### src/rtl/hazard_ctrl_pkg.sv
// Shared definitions for the hazard/stall controller: FSM encoding and
// the instruction-field constants the controller keys on.
package hazard_ctrl_pkg;

    typedef enum logic [2:0] {
        ST_RUN    = 3'd0,
        ST_IMISS  = 3'd1,
        ST_DMISS  = 3'd2,
        ST_DRAIN  = 3'd3,
        ST_HALTED = 3'd4
    } state_e;

    localparam logic [3:0] OP_HLT   = 4'hF;
    localparam logic [3:0] REG_ZERO = 4'h0;

    // A source only conflicts when it is actually read and is not r0.
    function automatic logic reg_conflict(input logic [3:0] dst,
                                          input logic [3:0] src,
                                          input logic       uses);
        return uses && (dst == src) && (dst != REG_ZERO);
    endfunction

endpackage

### src/rtl/hazard_ctrl_if.sv
// Pipeline-facing bundle of the hazard controller: decode/execute fields and
// miss handshakes in, pipeline register enables and status out.
interface hazard_ctrl_if;
    logic [3:0]  ID_SrcReg1;
    logic [3:0]  ID_SrcReg2;
    logic        ID_Uses1;
    logic        ID_Uses2;
    logic [3:0]  ID_Opcode;
    logic        ID_BranchTaken;
    logic [3:0]  EX_RegDst;
    logic        EX_RegWrite;
    logic        EX_MemToReg;
    logic        I_Miss;
    logic        I_Done;
    logic        D_Miss;
    logic        D_Done;
    logic        PC_WEN;
    logic        IF_ID_WEN;
    logic        ID_EX_WEN;
    logic        EX_MEM_WEN;
    logic        MEM_WB_WEN;
    logic        IF_ID_Flush;
    logic        ID_EX_Bubble;
    logic        Halted;
    logic [15:0] StallCount;

    modport master (
        output ID_SrcReg1, ID_SrcReg2, ID_Uses1, ID_Uses2, ID_Opcode,
               ID_BranchTaken, EX_RegDst, EX_RegWrite, EX_MemToReg,
               I_Miss, I_Done, D_Miss, D_Done,
        input  PC_WEN, IF_ID_WEN, ID_EX_WEN, EX_MEM_WEN, MEM_WB_WEN,
               IF_ID_Flush, ID_EX_Bubble, Halted, StallCount
    );

    modport slave (
        input  ID_SrcReg1, ID_SrcReg2, ID_Uses1, ID_Uses2, ID_Opcode,
               ID_BranchTaken, EX_RegDst, EX_RegWrite, EX_MemToReg,
               I_Miss, I_Done, D_Miss, D_Done,
        output PC_WEN, IF_ID_WEN, ID_EX_WEN, EX_MEM_WEN, MEM_WB_WEN,
               IF_ID_Flush, ID_EX_Bubble, Halted, StallCount
    );
endinterface

### src/rtl/hazard_ctrl_hazard_detect.sv
// Combinational load-use comparator: a load in EX whose destination is read
// by the instruction in ID.
module hazard_detect
    import hazard_ctrl_pkg::*;
(
    input  logic [1:0][3:0] id_src,
    input  logic [1:0]      id_uses,
    input  logic [3:0]      ex_reg_dst,
    input  logic            ex_reg_write,
    input  logic            ex_mem_to_reg,
    output logic            load_use
);

    logic [1:0] src_hit;

    for (genvar gi = 0; gi < 2; gi++) begin : g_src
        assign src_hit[gi] = reg_conflict(ex_reg_dst, id_src[gi], id_uses[gi]);
    end

    assign load_use = ex_mem_to_reg && ex_reg_write && (|src_hit);

endmodule

### src/rtl/hazard_ctrl.sv
// Hazard and stall controller: miss/drain FSM, load-use stall, branch flush
// and a saturating stall-cycle counter for the five-stage core.
module hazard_ctrl
    import hazard_ctrl_pkg::*;
#(
    parameter int DRAIN_CYCLES = 3
) (
    input  logic         clk,
    input  logic         rst,
    hazard_ctrl_if.slave bus
);

    localparam int CW = (DRAIN_CYCLES < 2) ? 1 : $clog2(DRAIN_CYCLES + 1);

    state_e          state_q, state_d;
    logic            i_pend_q, i_pend_d;
    logic [CW-1:0]   drain_cnt_q, drain_cnt_d;
    logic [15:0]     stall_cnt_q, stall_cnt_d;
    logic            load_use;
    logic            pc_wen, if_id_wen, id_ex_wen, ex_mem_wen, mem_wb_wen;
    logic            if_id_flush, id_ex_bubble;

    hazard_detect u_detect (
        .id_src        ({bus.ID_SrcReg2, bus.ID_SrcReg1}),
        .id_uses       ({bus.ID_Uses2, bus.ID_Uses1}),
        .ex_reg_dst    (bus.EX_RegDst),
        .ex_reg_write  (bus.EX_RegWrite),
        .ex_mem_to_reg (bus.EX_MemToReg),
        .load_use      (load_use)
    );

    always_comb begin
        pc_wen       = 1'b1;
        if_id_wen    = 1'b1;
        id_ex_wen    = 1'b1;
        ex_mem_wen   = 1'b1;
        mem_wb_wen   = 1'b1;
        if_id_flush  = 1'b0;
        id_ex_bubble = 1'b0;
        state_d      = state_q;
        i_pend_d     = i_pend_q;
        drain_cnt_d  = drain_cnt_q;

        case (state_q)
            ST_RUN: begin
                if (bus.D_Miss) begin
                    {pc_wen, if_id_wen, id_ex_wen, ex_mem_wen, mem_wb_wen} = 5'b0;
                    state_d  = bus.D_Done ? ST_RUN : ST_DMISS;
                    i_pend_d = bus.I_Miss && !bus.I_Done;
                end else if (bus.I_Miss) begin
                    pc_wen       = 1'b0;
                    if_id_wen    = 1'b0;
                    id_ex_bubble = 1'b1;
                    state_d      = bus.I_Done ? ST_RUN : ST_IMISS;
                end else if (load_use) begin
                    // Any taken branch this cycle is dropped; it re-resolves after the stall.
                    pc_wen       = 1'b0;
                    if_id_wen    = 1'b0;
                    id_ex_bubble = 1'b1;
                end else if (bus.ID_Opcode == OP_HLT) begin
                    pc_wen      = 1'b0;
                    if_id_wen   = 1'b0;
                    state_d     = (DRAIN_CYCLES <= 1) ? ST_HALTED : ST_DRAIN;
                    drain_cnt_d = CW'(1);
                end else if (bus.ID_BranchTaken) begin
                    if_id_flush = 1'b1;
                end
            end
            ST_IMISS: begin
                if (bus.D_Miss) begin
                    {pc_wen, if_id_wen, id_ex_wen, ex_mem_wen, mem_wb_wen} = 5'b0;
                    state_d  = ST_DMISS;
                    i_pend_d = !bus.I_Done;
                end else begin
                    pc_wen       = 1'b0;
                    if_id_wen    = 1'b0;
                    id_ex_bubble = 1'b1;
                    if (bus.I_Done) state_d = ST_RUN;
                end
            end
            ST_DMISS: begin
                {pc_wen, if_id_wen, id_ex_wen, ex_mem_wen, mem_wb_wen} = 5'b0;
                if (bus.I_Done) i_pend_d = 1'b0;
                if (bus.D_Done) begin
                    state_d  = (i_pend_q && !bus.I_Done) ? ST_IMISS : ST_RUN;
                    i_pend_d = 1'b0;
                end
            end
            ST_DRAIN: begin
                if (bus.D_Miss) begin
                    {pc_wen, if_id_wen, id_ex_wen, ex_mem_wen, mem_wb_wen} = 5'b0;
                end else begin
                    // IF/ID still holds the HLT; bubble so it is not issued twice.
                    pc_wen       = 1'b0;
                    if_id_wen    = 1'b0;
                    id_ex_bubble = 1'b1;
                    if (drain_cnt_q == CW'(DRAIN_CYCLES - 1)) state_d = ST_HALTED;
                    else drain_cnt_d = drain_cnt_q + CW'(1);
                end
            end
            ST_HALTED: begin
                {pc_wen, if_id_wen, id_ex_wen, ex_mem_wen, mem_wb_wen} = 5'b0;
            end
            default: state_d = ST_RUN;
        endcase

        stall_cnt_d = stall_cnt_q;
        if (!pc_wen && state_q != ST_HALTED && stall_cnt_q != 16'hFFFF)
            stall_cnt_d = stall_cnt_q + 16'd1;
    end

    always_ff @(posedge clk or posedge rst) begin
        if (rst) begin
            state_q     <= ST_RUN;
            i_pend_q    <= 1'b0;
            drain_cnt_q <= '0;
            stall_cnt_q <= 16'd0;
        end else begin
            state_q     <= state_d;
            i_pend_q    <= i_pend_d;
            drain_cnt_q <= drain_cnt_d;
            stall_cnt_q <= stall_cnt_d;
        end
    end

    assign bus.PC_WEN       = pc_wen;
    assign bus.IF_ID_WEN    = if_id_wen;
    assign bus.ID_EX_WEN    = id_ex_wen;
    assign bus.EX_MEM_WEN   = ex_mem_wen;
    assign bus.MEM_WB_WEN   = mem_wb_wen;
    assign bus.IF_ID_Flush  = if_id_flush;
    assign bus.ID_EX_Bubble = id_ex_bubble;
    assign bus.Halted       = (state_q == ST_HALTED);
    assign bus.StallCount   = stall_cnt_q;

endmodule

### src/flat_wrapper.sv
// flat-port wrapper written by rule: the top's interface ports become plain ports
module hazard_ctrl_flat import hazard_ctrl_pkg::*;
#(
    parameter int DRAIN_CYCLES = 3
)
  (clk, rst, bus_ID_SrcReg1, bus_ID_SrcReg2, bus_ID_Uses1, bus_ID_Uses2, bus_ID_Opcode, bus_ID_BranchTaken, bus_EX_RegDst, bus_EX_RegWrite, bus_EX_MemToReg, bus_I_Miss, bus_I_Done, bus_D_Miss, bus_D_Done, bus_PC_WEN, bus_IF_ID_WEN, bus_ID_EX_WEN, bus_EX_MEM_WEN, bus_MEM_WB_WEN, bus_IF_ID_Flush, bus_ID_EX_Bubble, bus_Halted, bus_StallCount);
  hazard_ctrl_if bus_i ();
  input  logic clk;
  input  logic rst;
  input wire logic [$bits(bus_i.ID_SrcReg1)-1:0] bus_ID_SrcReg1;
  input wire logic [$bits(bus_i.ID_SrcReg2)-1:0] bus_ID_SrcReg2;
  input wire logic [$bits(bus_i.ID_Uses1)-1:0] bus_ID_Uses1;
  input wire logic [$bits(bus_i.ID_Uses2)-1:0] bus_ID_Uses2;
  input wire logic [$bits(bus_i.ID_Opcode)-1:0] bus_ID_Opcode;
  input wire logic [$bits(bus_i.ID_BranchTaken)-1:0] bus_ID_BranchTaken;
  input wire logic [$bits(bus_i.EX_RegDst)-1:0] bus_EX_RegDst;
  input wire logic [$bits(bus_i.EX_RegWrite)-1:0] bus_EX_RegWrite;
  input wire logic [$bits(bus_i.EX_MemToReg)-1:0] bus_EX_MemToReg;
  input wire logic [$bits(bus_i.I_Miss)-1:0] bus_I_Miss;
  input wire logic [$bits(bus_i.I_Done)-1:0] bus_I_Done;
  input wire logic [$bits(bus_i.D_Miss)-1:0] bus_D_Miss;
  input wire logic [$bits(bus_i.D_Done)-1:0] bus_D_Done;
  output wire logic [$bits(bus_i.PC_WEN)-1:0] bus_PC_WEN;
  output wire logic [$bits(bus_i.IF_ID_WEN)-1:0] bus_IF_ID_WEN;
  output wire logic [$bits(bus_i.ID_EX_WEN)-1:0] bus_ID_EX_WEN;
  output wire logic [$bits(bus_i.EX_MEM_WEN)-1:0] bus_EX_MEM_WEN;
  output wire logic [$bits(bus_i.MEM_WB_WEN)-1:0] bus_MEM_WB_WEN;
  output wire logic [$bits(bus_i.IF_ID_Flush)-1:0] bus_IF_ID_Flush;
  output wire logic [$bits(bus_i.ID_EX_Bubble)-1:0] bus_ID_EX_Bubble;
  output wire logic [$bits(bus_i.Halted)-1:0] bus_Halted;
  output wire logic [$bits(bus_i.StallCount)-1:0] bus_StallCount;
  assign bus_i.ID_SrcReg1 = bus_ID_SrcReg1;
  assign bus_i.ID_SrcReg2 = bus_ID_SrcReg2;
  assign bus_i.ID_Uses1 = bus_ID_Uses1;
  assign bus_i.ID_Uses2 = bus_ID_Uses2;
  assign bus_i.ID_Opcode = bus_ID_Opcode;
  assign bus_i.ID_BranchTaken = bus_ID_BranchTaken;
  assign bus_i.EX_RegDst = bus_EX_RegDst;
  assign bus_i.EX_RegWrite = bus_EX_RegWrite;
  assign bus_i.EX_MemToReg = bus_EX_MemToReg;
  assign bus_i.I_Miss = bus_I_Miss;
  assign bus_i.I_Done = bus_I_Done;
  assign bus_i.D_Miss = bus_D_Miss;
  assign bus_i.D_Done = bus_D_Done;
  assign bus_PC_WEN = bus_i.PC_WEN;
  assign bus_IF_ID_WEN = bus_i.IF_ID_WEN;
  assign bus_ID_EX_WEN = bus_i.ID_EX_WEN;
  assign bus_EX_MEM_WEN = bus_i.EX_MEM_WEN;
  assign bus_MEM_WB_WEN = bus_i.MEM_WB_WEN;
  assign bus_IF_ID_Flush = bus_i.IF_ID_Flush;
  assign bus_ID_EX_Bubble = bus_i.ID_EX_Bubble;
  assign bus_Halted = bus_i.Halted;
  assign bus_StallCount = bus_i.StallCount;
  hazard_ctrl #(.DRAIN_CYCLES(DRAIN_CYCLES)) u_core (.clk(clk), .rst(rst), .bus(bus_i));
endmodule
### config.mk
export PLATFORM = sky130hd
export DESIGN_NAME = hazard_ctrl_flat
export DESIGN_NICKNAME = d
export VERILOG_FILES = /design/src/rtl/hazard_ctrl_pkg.sv /design/src/rtl/hazard_ctrl_if.sv /design/src/rtl/hazard_ctrl_hazard_detect.sv /design/src/rtl/hazard_ctrl.sv /design/src/flat_wrapper.sv
export SDC_FILE = /design/constraint.sdc
export NUM_CORES = 1
export LEC_CHECK = 0
export ABC_AREA = 1
export CAP_MARGIN = 20
export CORE_MARGIN = 8
export CORE_UTILIZATION = 40
export CTS_CLUSTER_SIZE = 12
export DETAILED_ROUTE_END_ITERATION = 12
export GPL_ROUTABILITY_DRIVEN = 0
export GPL_TIMING_DRIVEN = 0
export HOLD_SLACK_MARGIN = 0.12
export PLACE_DENSITY = 0.66
export SYNTH_ARGS = -nofsm -noshare
export SYNTH_HDL_FRONTEND = slang
export SYNTH_SLANG_ARGS = --single-unit
### constraint.sdc
create_clock -name clk -period 3.45 [get_ports clk]
set_input_delay 0.69 -clock clk [delete_from_list [all_inputs] [get_ports clk]]
set_output_delay 0.69 -clock clk [all_outputs]
set_load 0.01 [all_outputs]
======== Yosys cells after proc, flatten, opt, wreduce, memory -nomap -nowiden ========
Index checks and enable logic that the tools add are counted.
cells by class
  reduce and logical (&&, ||, !) cells .... 24
  add/subtract/negate cells ............... 2
  equal/unequal tests ..................... 24
  bitwise operators ....................... 1
  multiplexer cells ....................... 42
operators by type and width
  kind                   count
  $mux 3                 9
  $mux 1                 20
  $add 16x1->16 const B  1
  $ne 16x16->1 const B   1
  $ne 2x2->1 const B     8
  $pmux 3 s5             1
  $mux 2                 7
  $reduce_and 7->1       2
  $logic_and 1x1->1      10
  $ne 3x3->1 const B     3
  $eq 4x4->1             2
  $eq 3x2->1 const B     2
  $pmux 1 s2             3
  $reduce_or 2->1        3
  $eq 4x4->1 const B     1
  $ne 2x1->1 const B     2
  $ne 4x3->1 const B     1
  $ne 4x4->1 const B     1
  $pmux 2 s2             1
  $reduce_and 4->1       1
  $reduce_bool 4->1      1
  $reduce_or 4->1        1
  $eq 3x1->1 const B     1
  $eq 3x3->1 const B     1
  other kinds (9)        10
storage, ports and cells
  bits of input ports ..................... 27
  logic and storage cells ................. 97
  flip-flop bits (word level) ............. 22

======== Depth between registers and ports, before layout ========
Gate-level depths: netlist (run 1).
  depth after elaboration ................. 12
  mapped depth ............................ 12
  gate-level depth less buffers ........... 11

======== Modules after synthesis ========
From an unflattened synthesis (run 1), not the netlist that was laid out.
unflattened totals
  cells, all modules ...................... 286
  area, all modules ....................... 1761.7 sq um
modules (own cells, without submodules)
  module         cells an instance  area each (sq um)  times used  seq. area each (sq um)
  hazard_ctrl    251                1604.0             1           550.5
  hazard_detect  35                 157.7              1           0.0

======== Worst setup path before layout (run 1) ========
OpenSTA, ideal clock, no wires.
  kind .................................... input to output
  start point ............................. input bus_EX_RegDst[1]
  end point ............................... output bus_PC_WEN
  path buffers ............................ 2
  data arrival time ....................... 1802 ps
  slack ................................... 958 ps
  stages .................................. 11
  cell sequence ........................... inv_1 nand2_1 nand2_1 nor2_1 nand3_1 nand2_1 nand2_1 nand2_4 buf_2 o21ai_0 buf_4
between the ends
  longest elaborated chain between the ends .. 9
ends and longest elaborated chain
  item                            RTL line                         source
  from (decl)                     flat_wrapper.sv:16               input wire logic [$bits(bus_i.EX_RegDst)-1:0] bus_EX_RegDst;
  $eq 4x4->1                      hazard_ctrl_pkg.sv:20            return uses && (dst == src) && (dst != REG_ZERO);
  $logic_and 1x1->1 (2 in a row)  hazard_ctrl_pkg.sv:20
  $reduce_or 2->1 *               hazard_ctrl_hazard_detect.sv:20  assign load_use = ex_mem_to_reg && ex_reg_write && (|src_hit);
  $logic_and 1x1->1 *             hazard_ctrl_hazard_detect.sv:20
  $mux 1 * (3 in a row)           --
  $pmux 1 s2 *                    --
  to (decl)                       flat_wrapper.sv:23               output wire logic [$bits(bus_i.PC_WEN)-1:0] bus_PC_WEN;
Every way passes the cells marked *; elsewhere a longest branch is shown, timed or not.

======== Worst setup path after layout (run 1) ========
  start point ............................. input bus_EX_RegDst[1]
  end point ............................... output bus_PC_WEN
between the ends
  longest elaborated chain between the ends .. 9
ends and longest elaborated chain
  item                            RTL line                         source
  $eq 4x4->1                      hazard_ctrl_pkg.sv:20
  $logic_and 1x1->1 (2 in a row)  hazard_ctrl_pkg.sv:20
  $reduce_or 2->1 *               hazard_ctrl_hazard_detect.sv:20
  $logic_and 1x1->1 *             hazard_ctrl_hazard_detect.sv:20
  $mux 1 *                        hazard_ctrl.sv:55                end else if (load_use) begin
  $mux 1 *                        hazard_ctrl.sv:50                end else if (bus.I_Miss) begin
  $mux 1 *                        hazard_ctrl.sv:46                if (bus.D_Miss) begin
  $pmux 1 s2 *                    hazard_ctrl.sv:44                case (state_q)
Marks and branches as above.

==> results.cfg, run 1 <==
[detailed_routing]
drtIter0Drc = 142
via_count = 1740
routed.top_layer = met4
detailedRoute.firstPassIterationCount = 4
drt-wirelength-per-cell_um = 12.6
via_per_inst = 4.92
detail_route.wirelength_um = 4470
drc_violations_left = 0
met2RoutedLength_um = 2140
met3_length_um = 257
final_antenna_net_count = 0
met1Wirelength_um = 2060

[sta]
timing_worst_slew_pin_value_ps = 824
period_utilization_post_route = 0.943
layout_setup_ws_ps = 198
timing.final.crit_period_ps = 3250
setup_viol_count_final = 0
drv_slew = 0
maxSlewHeadroom = 0.450
grt_setup_unrepaired = no
finalHoldViolCount = 0
maxClockFrequency_ghz = 0.307
finalClockSkew_ps = 2.72

[worst_setup_path]
critPathKind = in -> out
critPathSlowestCell = clkdlybuf4s50_1
crit_buf_inv = 4
cpLargestDelayFamily = buffers and inverters
arrival_time_reported_for_the_critical_path_endpoint_ps = 2560
worst_path_largest_cell_delay_ps = 520
worstPathMaxFanout = 4
timing.critical_path.cells = clkdlybuf4s50_1 -> inv_1 -> nand2_1 -> nand2_1 -> nor2_1 -> nand3_1 -> nand2_1 -> nand2_1 -> nand2_4 -> o21ai_0 -> buf_4 -> clkdlybuf4s50_1
timing.critical_path.to_type = primary output
critical_path_required_ps = 2760
start_kind = primary input
cp_common_cell = nand2_1

[power_and_ir_drop]
switching_power_mw = 0.103
vdd_drop_max_v = 0.000134
power_per_cell_area_mw_per_mm2 = 206
internal_power_mw = 0.369
combinationalPowerShare = 0.122
netSwitchingFraction = 0.218
power.share.sequential = 0.546
total_leakage_power_nw = 1.08
clock_power_share = 0.332
total_power_mw = 0.472

[clock_network]
ctsHtreeMaxLevel = 1
clockBufferDepth = 2
clk-insertion-delay-late_ps = 260
clock-root-buffer = clkbuf_8
cts.sink_count = 22
post_cts_resize_count = 0
tritoncts = yes
holdBufCountCts = 0
clk_transition_reported_paths_ps = 70
clock_buffers_created_by_tritoncts = 3

[yosys]
gate_count_after_technology_mapping = 250
synth_top_family_by_area = simple AND/OR/NAND/NOR gates
synth-xor-area-share = 0.0835
ys_async_sr_fraction = 1.00
netlist_top_cells_area = dfrtp_1 33%, nand2_1 17%, nand3_1 8.9%
post-synth-top-area-fraction = 0.328
synth-edff-count = 0
yosys_most_used_dff = dfrtp_1
yosys.area.top_type = dfrtp_1
yosysWarningCount = 0
synth.net_count = 279
postSynthRegisterBits = 22
mappedNetlistArea_mm2 = 0.00168
synthDistinctLibCells = 27
synth.most_common_cell = nand2_1
synth-compound-area-share = 0.0551
multiplexer_area_fraction_after_synthesis = 0
synth_adder_area_share = 0.0149
synth_sequential_area_ratio = 0.328
ranking_of_synthesized_cells_by_instance_count = 77 x nand2_1, 32 x inv_1, 30 x nand3_1, 28 x nor2_1, 22 x dfrtp_1
synth_simple_gate_area_share = 0.421
postSynthAreaPerCell_um2 = 6.72

[outcome]
run_status = complete, no violations

[floorplanning]
die_w_um = 80.8
placeableCoreArea_mm2 = 0.00403
io_pins = 51
floorplan.initialDensity = 0.417
floorplan.die_area_mm2 = 0.00653
die_h_um = 80.8
core.rowCount = 23

[final_layout]
area_occupied_by_multi_input_gates_um2 = 965
insertedDiodeCount = 0
area_of_all_placed_cells_without_fillers_mm2 = 0.00229
n_fill_cell = 427
drive_above_1_share = 0.0625
area_delta_synth_final_pct = 36.6
final_nets = 335
fin_util = 0.569
register_area_um2 = 551

[global_route]
via_count_of_the_first_global_routing_pass = 1648
grt_max_degree = 23
grt_first_pass_wirelength_um = 7470
gr-total-overflow = 0
antenna_violations_before_repair = 0
globalRouteTotalUtil = 0.141

[placement]
placement.io_buffers = 50
pre_cts_ws_ps = -197
detailedPlacementHpwl_um = 3610
placed_cell_area_mm2 = 0.00224

[job]
max_cap_viols = 0

[hold_path]
hold_path.class = reg -> reg
final timing paths:
path / slack, ps / cells past startpoint / from / to
worst max-delay path: 200 / 12 / bus_EX_RegDst[1] / bus_PC_WEN
worst min-delay path: 490 / 2 / u_core.drain_cnt_q[1] / u_core.drain_cnt_q[1]
worst max register to register: 1490 / 12 / u_core.state_q[1] / u_core.bus.StallCount[3]
worst min register to register: 490 / 2 / u_core.drain_cnt_q[1] / u_core.drain_cnt_q[1]
max in group asynchronous: 2040 / 2 / rst / u_core.bus.StallCount[3]
min in group asynchronous: 890 / 2 / rst / u_core.drain_cnt_q[0]
stage by stage:
step / instances / hold WS, ps / TNS, ps
after floorplan: 250 / 453 / 0
after global placement: 350 / 473 / -270
after detailed placement: 350 / 481 / -284
after CTS: 354 / 501 / 0
after global routing: 354 / 522 / 0
final: 354 / 492 / 0
state kept, by name (all words and copies together), names as in the netlist:
signal	count
u_core.drain_cnt_q	2
u_core.state_q	3
u_core.bus.StallCount	16
u_core.i_pend_q	1
tightest hold or removal path, cell delays in order, from the launching register on:
cell     delay, ps
dfrtp_1        350
nand2_1         50
o21ai_0         60
final cells by class:
cell class	count	share of cell area
Tap cell	50	0.0273
Buffer	5	0.0169
Sequential cell	22	0.240
Multi-Input combinational cell	190	0.421
Timing Repair Buffer	52	0.225
Inverter	32	0.0524
Clock buffer	3	0.0180
cell families (layout without fill, tap and decap cells):
logic type      after synthesis  count (layout)
fa+ha+maj                     2               2
xor+xnor                     16              16
simple gates                156             156
buf+inv                      38              92
compound gates               16              16
flops                        22              22
layer usage:
| layer | GRT usage | vias to the layer above |
|---|---|---|
| li1 | - | 905 |
| met1 | 0.178 | 786 |
| met2 | 0.240 | 47 |
| met3 | 0.0287 | 2 |
| met4 | 0.0321 | 0 |
| met5 | 0 | - |
cell usage in the layout, fill, tap and decap left out:
master	count
o22ai_1	1
a22oi_1	1
xnor2_1	8
nor3_1	3
nand2_1	77
buf_2	1
clkbuf_8	3
nand3b_1	3
ha_1	2
or2_2	1
inv_1	32
nor3_2	2
xor2_1	8
nand2_4	2
a22o_1	1
dfrtp_1	22
clkdlybuf4s50_1	50
a31oi_1	2
o21ai_0	7
buf_4	5
o31ai_1	1
nand3_2	1
nor2_4	2
buf_6	1
nand4_1	6
nor2_2	1
nand3_1	30
nor2_1	28
a21oi_1	3
timing repair:
item                       4_1_cts  5_1_grt
setup endpoints to repair        2        0
buffers inserted                 2        0
hold endpoints to repair         0        0
power by group through the flow:
stage | Combinational [mW] | Clock (mW) | Sequential (mW)
finish | 0.0576 | 0.157 | 0.258
global route | 0.0640 | 0.178 | 0.258
CTS | 0.0586 | 0.167 | 0.258
detailed placement | 0.0585 | 0 | 0.263
global placement | 0.0574 | 0 | 0.263
floorplan | 0.0205 | 0 | 0.263
(Power assumes the default switching activity.)
==> run 2, diff against run 1 <==
--- a/config.mk
+++ b/config.mk
@@ -14,7 +14,7 @@
 export GPL_ROUTABILITY_DRIVEN = 0
 export GPL_TIMING_DRIVEN = 0
 export HOLD_SLACK_MARGIN = 0.12
-export PLACE_DENSITY = 0.66
+export PLACE_DENSITY = 0.69
 export SYNTH_ARGS = -nofsm -noshare
 export SYNTH_HDL_FRONTEND = slang
 export SYNTH_SLANG_ARGS = --single-unit
==> constraint.sdc (replaced) <==
create_clock -name clk -period 2.95 [get_ports clk]
set_input_delay 0.59 -clock clk [delete_from_list [all_inputs] [get_ports clk]]
set_output_delay 0.59 -clock clk [all_outputs]
set_load 0.01 [all_outputs]
==> results.cfg, run 2 (synthesis gave the netlist of run 1 again) <==
[outcome]
run_status = complete, no violations

[floorplanning]
io_pins = 51
floorplan.die_area_mm2 = 0.00653
die_h_um = 80.8
core.rowCount = 23
placeableCoreArea_mm2 = 0.00403
die_w_um = 80.8
floorplan.initialDensity = 0.417

[clock_network]
clk-insertion-delay-late_ps = 260
cts.sink_count = 22
clock_buffers_created_by_tritoncts = 3
clock-root-buffer = clkbuf_8
ctsHtreeMaxLevel = 1
holdBufCountCts = 0
clockBufferDepth = 2
tritoncts = yes
clk_transition_reported_paths_ps = 90

[detailed_routing]
via_count = 1792
drt-wirelength-per-cell_um = 12.5
via_per_inst = 5.05
detail_route.wirelength_um = 4430
drc_violations_left = 0
final_antenna_net_count = 0
detailedRoute.firstPassIterationCount = 5
drtIter0Drc = 83

[power_and_ir_drop]
total_leakage_power_nw = 1.15
power_per_cell_area_mw_per_mm2 = 281
vdd_drop_max_v = 0.000150
total_power_mw = 0.656

[sta]
worst_hold_slack_ps = 501
maxSlewHeadroom = 0.439
drv_slew = 0
timing.final.crit_period_ps = 2770
setup_viol_count_final = 0
maxClockFrequency_ghz = 0.361
finalHoldViolCount = 0
grt_setup_unrepaired = no
period_utilization_post_route = 0.940
timing_worst_slew_pin_value_ps = 840
finalClockSkew_ps = 4.30

[worst_setup_path]
arrival_time_reported_for_the_critical_path_endpoint_ps = 2180
worstPathMaxFanout = 3
critical_path_required_ps = 2360
critPathKind = in -> out
start_kind = primary input
timing.critical_path.to_type = primary output

[global_route]
grt_max_degree = 23
via_count_of_the_first_global_routing_pass = 1873
grt_first_pass_wirelength_um = 7980
antenna_violations_before_repair = 0
globalRouteTotalUtil = 0.148
gr-total-overflow = 0

[final_layout]
n_fill_cell = 399
area_delta_synth_final_pct = 38.9
layout.cells.most_common_list = 77 x nand2_1, 42 x clkdlybuf4s50_1, 32 x inv_1
largest_register_ffs = 16
insertedDiodeCount = 0
drive_above_1_share = 0.0689
layout.cells.most_common = nand2_1
final_nets = 335

[placement]
placement.io_buffers = 50
detailedPlacementHpwl_um = 3590

[hold_path]
hold_path.class = reg -> reg

[job]
max_cap_viols = 0
[run 2: cell types whose count changed in the layout (fill, tap and decap cells not counted), sizes merged]
cell	delta
dlygate4sd2	+5
bufinv	+1
clkdlybuf4s50	-8
dlymetal6s2s	+3
[run 2: layout make-up]
cell class	count	area (um^2)	area share
Buffer	5	38.8	0.0166
Clock buffer	3	41.3	0.0177
Sequential cell	22	551	0.236
Clock inverter	1	30.0	0.0129
Timing Repair Buffer	52	517	0.222
Inverter	32	120	0.0515
Tap cell	50	62.6	0.0268
Multi-Input combinational cell	190	972	0.417
[run 2: through the flow]
stage	setup TNS [ps]	util	instance area (um^2)	setup WS (ps)	std cells
after floorplan	0	-	1680	658	250
after global placement	-1190	0.557	2240	-491	350
after detailed placement	-1210	0.557	2240	-501	350
after CTS	0	0.577	2320	63.8	355
after global routing	0	0.579	2330	27.5	355
final	0	0.579	2330	176	355
[run 2: power breakdown]
group / switching (mW) / total [mW] / internal [mW]
sequential: 0.000142 / 0.302 / 0.302
clock: 0.106 / 0.287 / 0.181
combinational: 0.0287 / 0.0674 / 0.0387
total: 0.135 / 0.656 / 0.521
[run 2: routing by layer]
layer	global-route usage	wire, um	vias up
met3	0.0408	283	6
met1	0.169	1860	835
met2	0.262	2220	49
met4	0.0429	67	0
met5	0	0	-
li1	-	-	902
[run 2: worst max-delay path, stage by stage]
cell	delay, ps
clkdlybuf4s50_1	510
inv_1	70
nand2_1	50
nand2_1	50
nor2_1	80
nand3_1	70
nand2_1	100
nand2_1	90
nand2_4	80
o21ai_1	90
buf_4	140
dlygate4sd2_1	270
[run 2: worst paths after layout]
| path | cells past startpoint | slack, ps | endpoint | from |
|---|---|---|---|---|
| max | 12 | 180 | bus_PC_WEN | bus_EX_RegDst[2] |
| max reg2reg | 12 | 980 | u_core.bus.StallCount[11] | u_core.state_q[1] |
| min in group asynchronous | 2 | 780 | u_core.drain_cnt_q[1] | rst |
| min reg2reg | 2 | 500 | u_core.drain_cnt_q[1] | u_core.drain_cnt_q[1] |
| max in group asynchronous | 2 | 1640 | u_core.bus.StallCount[7] | rst |
| min | 2 | 500 | u_core.drain_cnt_q[1] | u_core.drain_cnt_q[1] |
[run 2: timing repair]
action	in CTS	in global routing
hold endpoints to repair	0	0
setup buffers	2	0
setup endpoints to repair	4	1
resized for setup	7	4
pin swaps	1	0
